### config.mk
export PLATFORM = sky130hd
export DESIGN_NAME = wide_add_seq_v
export DESIGN_NICKNAME = d
export VERILOG_FILES = /design/src/rtl/wide_add_seq_v.sv
export SDC_FILE = /design/constraint.sdc
export NUM_CORES = 1
export LEC_CHECK = 0
export ABC_AREA = 1
export BUFFER_PORTS_ARGS = -buffer_cell sky130_fd_sc_hd__buf_2
export CAP_MARGIN = 20
export CORE_MARGIN = 2
export CORE_UTILIZATION = 57
export DETAILED_ROUTE_END_ITERATION = 10
export PLACE_DENSITY_LB_ADDON = 0.3
export SYNTH_ARGS = -nofsm -noshare
export SYNTH_HDL_FRONTEND = slang
export SYNTH_SLANG_ARGS = --single-unit
### constraint.sdc
create_clock -name clk -period 3.8 [get_ports clk]
set_clock_uncertainty 0.05 [all_clocks]
set_input_delay 0.38 -clock clk [delete_from_list [all_inputs] [get_ports clk]]
set_output_delay 0.38 -clock clk [all_outputs]
set_load 0.02 [all_outputs]
### src/rtl/wide_add_seq_v.sv
// wide_add_seq_v
//   Multi-cycle wide adder sequencer. A full-width operand pair is accepted
//   through a valid/ready handshake. It is then presented LSW-first, one
//   DATA_WIDTH-bit word per cycle, to an external combinational adder.
//   Each word's sum is captured, and its carry is chained into the next word.
//   The assembled result is returned through a second valid/ready handshake.
//
// Ports
//   clk, reset          rising-edge clock, synchronous active-high reset
//   in_valid/in_ready   operand handshake (op_a, op_b, cin)
//   add_a/add_b/add_ci  word operands and carry driven to the external adder
//   add_sum/add_cout    same-cycle sum and carry returned by the external adder
//   out_valid/out_ready result handshake (result, cout)
//   busy                high while an operation is in flight or awaiting pickup
module wide_add_seq_v #(
  parameter int DATA_WIDTH = 8,
  parameter int NUM_WORDS  = 4
) (
  input  logic                            clk,
  input  logic                            reset,
  input  logic                            in_valid,
  output logic                            in_ready,
  input  logic [DATA_WIDTH*NUM_WORDS-1:0] op_a,
  input  logic [DATA_WIDTH*NUM_WORDS-1:0] op_b,
  input  logic                            cin,
  output logic [DATA_WIDTH-1:0]           add_a,
  output logic [DATA_WIDTH-1:0]           add_b,
  output logic                            add_ci,
  input  logic [DATA_WIDTH-1:0]           add_sum,
  input  logic                            add_cout,
  output logic                            out_valid,
  input  logic                            out_ready,
  output logic [DATA_WIDTH*NUM_WORDS-1:0] result,
  output logic                            cout,
  output logic                            busy
);

  localparam int W     = DATA_WIDTH * NUM_WORDS;
  // One extra bit so the index never wraps, even when NUM_WORDS is a power of two.
  localparam int IDX_W = $clog2(NUM_WORDS) + 1;

  typedef enum logic [1:0] {
    IDLE = 2'd0,
    RUN  = 2'd1,
    DONE = 2'd2
  } state_t;

  state_t                  state_r;
  state_t                  state_nxt_s;
  logic [IDX_W-1:0]        idx_r;
  logic                    last_s;
  // Operand words not yet presented to the adder; the bottom word is the next one.
  logic [W-1:0]            a_sh_r;
  logic [W-1:0]            b_sh_r;
  logic [DATA_WIDTH-1:0]   add_a_r;
  logic [DATA_WIDTH-1:0]   add_b_r;
  // add_ci_r doubles as the inter-word carry register while in RUN.
  logic                    add_ci_r;
  logic [W-1:0]            result_r;
  logic                    cout_r;
  logic                    in_ready_r;
  logic                    out_valid_r;
  logic                    busy_r;

  assign last_s    = (idx_r == IDX_W'(NUM_WORDS - 1));

  assign in_ready  = in_ready_r;
  assign out_valid = out_valid_r;
  assign busy      = busy_r;
  assign add_a     = add_a_r;
  assign add_b     = add_b_r;
  assign add_ci    = add_ci_r;
  assign result    = result_r;
  assign cout      = cout_r;

  // Next-state decode for the IDLE -> RUN -> DONE sequence.
  always_comb begin
    state_nxt_s = state_r;
    case (state_r)
      IDLE: begin
        if (in_valid && in_ready_r) begin
          state_nxt_s = RUN;
        end else begin
          state_nxt_s = IDLE;
        end
      end
      RUN: begin
        if (last_s) begin
          state_nxt_s = DONE;
        end else begin
          state_nxt_s = RUN;
        end
      end
      DONE: begin
        if (out_ready) begin
          state_nxt_s = IDLE;
        end else begin
          state_nxt_s = DONE;
        end
      end
      default: begin
        state_nxt_s = IDLE;
      end
    endcase
  end

  // State register, handshake flags and datapath registers.
  // The flags are computed from the next state so that they are flop outputs.
  always_ff @(posedge clk) begin
    if (reset) begin
      state_r     <= IDLE;
      in_ready_r  <= 1'b1;
      out_valid_r <= 1'b0;
      busy_r      <= 1'b0;
      idx_r       <= '0;
      a_sh_r      <= '0;
      b_sh_r      <= '0;
      add_a_r     <= '0;
      add_b_r     <= '0;
      add_ci_r    <= 1'b0;
      result_r    <= '0;
      cout_r      <= 1'b0;
    end else begin
      state_r     <= state_nxt_s;
      in_ready_r  <= (state_nxt_s == IDLE);
      out_valid_r <= (state_nxt_s == DONE);
      busy_r      <= (state_nxt_s != IDLE);
      case (state_r)
        IDLE: begin
          if (in_valid && in_ready_r) begin
            // Word 0 goes straight to the adder outputs; the rest wait in the shifters.
            add_a_r  <= op_a[DATA_WIDTH-1:0];
            add_b_r  <= op_b[DATA_WIDTH-1:0];
            add_ci_r <= cin;
            a_sh_r   <= op_a >> DATA_WIDTH;
            b_sh_r   <= op_b >> DATA_WIDTH;
            idx_r    <= '0;
            result_r <= '0;
            cout_r   <= 1'b0;
          end
        end
        RUN: begin
          for (int w = 0; w < NUM_WORDS; w++) begin
            if (idx_r == IDX_W'(w)) begin
              result_r[w*DATA_WIDTH +: DATA_WIDTH] <= add_sum;
            end
          end
          idx_r  <= idx_r + IDX_W'(1);
          a_sh_r <= a_sh_r >> DATA_WIDTH;
          b_sh_r <= b_sh_r >> DATA_WIDTH;
          if (last_s) begin
            // Adder inputs return to zero once the top word is captured.
            add_a_r  <= '0;
            add_b_r  <= '0;
            add_ci_r <= 1'b0;
            cout_r   <= add_cout;
          end else begin
            add_a_r  <= a_sh_r[DATA_WIDTH-1:0];
            add_b_r  <= b_sh_r[DATA_WIDTH-1:0];
            add_ci_r <= add_cout;
          end
        end
        DONE: begin
          // result and cout hold until the consumer takes them.
        end
        default: begin
        end
      endcase
    end
  end

endmodule

==> metrics.cfg <==
[synth]
synth_fp_nets=881
netlist_area_um2=5220
synth-seq-cells=106
ys_types=22
syn_avg_cell_area_um2=6.54
yosys_warnings=0
syn_inst=797
synth_seq_area_share_pct=40.7

[sta]
rsz0062_at_grt=false
tightestPinTransition_ns=0.768
period_minus_slack_ns=2.33
worst_slack_ns=1.47
max_freq_ghz=0.429
tns_ns=0
final_max_slew_viol_count=0
relSlewSlack_pct=48.7
finalCritPeriodShare_pct=61.3
setup_viol=0
hold_viol_final=0
fin_hold_ws_ns=0.226

[cells_and_area]
design_area_um2=5970
final_nets=969
n_antenna_cell=0
stdcell_count=997
layout_common_cells=nand2_1, nor2_1, buf_2
final_common_cell=nand2_1
drive_gt1_share_pct=18.3
nFillCells=799
area_delta_synth_final_pct=14.5

[clock_tree]
cts.sinks=106
cts_hold_buffers=0
clk_pin_slew_ns=0.10
htreeDepth=3
cts_tree=done
clkLatencyLatePin_ns=0.37
cts_buffers=9
clock_path_buffers=2
root_buffer=clkbuf_8
cts_setup_buffers=0
post_cts_resize_count=0

[pwr]
intPower_mw=1.71
switching_share_pct=34.1
p_seq_share_pct=49.2
pwr-share-clk_pct=24.1
power_frac_comb_pct=26.7
p_leak_nw=3.05
power_density_nw_per_um2=436
p_switching_mw=0.888
vdd_drop_max_v=0.000228

[routing]
first_pass_iters=6
drt_iter0_drc=297
postRouteAntennaNets=0
via_per_inst=5.13
drcViolationCount=0
vias=5111
routedWlPerCell_um=12.4
finalWirelength_um=12400

[worst_hold_path]
hold_path.class=primary input to flop

[job]
cap_viol_max_count=0

[grt]
grt_pass1_wl_um=20300
grt_pass1_vias=4435
grt_use_total_pct=24.8
grt_max_degree=126
grt_antenna_before_repair=0
grt_overflow=0

[critical_path]
worst_setup_path_end_kind=flop
required_ns=4.02
slowest_stage=nand2_4
startpoint_type=flop
criticalPathCategory=flop to flop
critical-path-top-delay-family=buffers and inverters
timing.critical_path.buf_inv=2
critPathArrivalTime_ns=2.55
slowest_delay_ns=0.58
worstPathCellList=inv_2 -> nand2_4 -> buf_4 -> o21ai_0 -> nor2_1 -> nor2_1
cp_common_cell=nor2_1
worstPathMaxFanout=71

[placement]
placed_cell_area_um2=5780
portBuffers=130
pre_cts_ws_ns=1.53
place.gp.congestion=0.795
post-dp-hpwl_um=8200
place_inst=981

[die]
die_w_um=99.7
fp.dieH_um=99.7
start_util_pct=59.2
io_pins=131
core-area_um2=8810
floorplan.die_area_um2=9930
rows=34

[run_status]
status=finished clean

-- synth_stat cells --
| master | instances | area (µm²) |
|---|---|---|
| buf_6 | 2 | 22.5 |
| a21oi_1 | 51 | 255 |
| inv_2 | 2 | 7.51 |
| nand2_1 | 188 | 706 |
| buf_1 | 4 | 15.0 |
| nor2_1 | 137 | 514 |
| nor2_4 | 2 | 22.5 |
| nand4_1 | 9 | 56.3 |
| or2_2 | 1 | 6.26 |
| clkinv_1 | 1 | 3.75 |
| nand3_1 | 117 | 586 |
| buf_4 | 8 | 60.1 |
| nand2_2 | 5 | 31.3 |
| nand3b_1 | 22 | 165 |
| o21ai_1 | 1 | 5.00 |
| buf_2 | 23 | 115 |
| inv_1 | 70 | 263 |
| o21ai_0 | 20 | 100 |
| dfxtp_1 | 106 | 2120 |
| clkbuf_2 | 1 | 5.00 |
| ha_1 | 6 | 75.1 |
| clkbuf_1 | 21 | 78.8 |
-- layout make-up --
class | count | area [µm²] | area share (%)
clock buffers | 9 | 124 | 2.07
clock inverters | 6 | 43.8 | 0.733
inverters | 73 | 274 | 4.59
multi-input cells | 559 | 2540 | 42.6
flip-flops and latches | 106 | 2120 | 35.5
well taps | 108 | 135 | 2.26
repair buffers | 136 | 728 | 12.2
-- routing by layer --
layer / wire, µm / global-route usage, % / vias to the layer above
li1: - / - / 2675
met1: 6060 / 36.3 / 2260
met2: 5470 / 37.9 / 168
met3: 729 / 4.29 / 8
met4: 97 / 6.74 / 0
met5: 0 / 0 / -
-- final timing paths --
kind	start	endpoint	slack (ns)	depth (start not counted)
min	op_a[25]	a_sh_r[17]$_SDFFE_PP0P_	0.23	3
min reg2reg	b_sh_r[18]$_SDFFE_PP0P_	b_sh_r[18]$_SDFFE_PP0P_	0.44	2
max reg2reg	state_r[1]$_SDFF_PP0_	add_b[0]$_SDFFE_PP0P_	1.47	6
max	state_r[1]$_SDFF_PP0_	add_b[0]$_SDFFE_PP0P_	1.47	6
-- power by group through the flow --
stage	Combinational, mW	Clock [mW]	Sequential [mW]
2_1_floorplan	0.457	0	1.36
6_report	0.695	0.627	1.28
3_5_place_dp	0.683	0	1.31
3_3_place_gp	0.665	0	1.30
5_1_grt	0.788	0.679	1.29
4_1_cts	0.688	0.632	1.28
-- worst register-to-register path: cells and delay by family (launching register included) --
family / cells / cell delay (ns)
buffers and inverters: 2 / 0.76
AND/OR/NAND/NOR: 3 / 0.76
flip-flops: 1 / 0.50
AO/OA/AOI/OAI: 1 / 0.16
-- cell families after synthesis --
family | after synthesis | share of synthesized area [%]
flip-flops | 106 | 40.7
AO/OA/AOI/OAI | 72 | 6.91
buffers and inverters | 132 | 10.9
adder cells (fa/ha/maj) | 6 | 1.44
AND/OR/NAND/NOR | 481 | 40.0
-- metrics by stage --
step	total power, mW	util, %
3_5_place_dp	1.99	65.6
2_1_floorplan	1.82	-
6_report	2.60	67.8
5_1_grt	2.76	67.8
4_1_cts	2.60	67.5
3_3_place_gp	1.96	65.4
-- flip-flops by register name, indices dropped and copies added, names as in the netlist --
| signal | flops |
|---|---|
| cout | 1 |
| out_valid | 1 |
| result | 32 |
| busy | 1 |
| in_ready | 1 |
| a_sh_r | 24 |
| b_sh_r | 24 |
| idx_r | 3 |
| add_ci | 1 |
| state_r | 2 |
| add_a | 8 |
| add_b | 8 |
No activity file was read; power rests on OpenSTA's default activity.
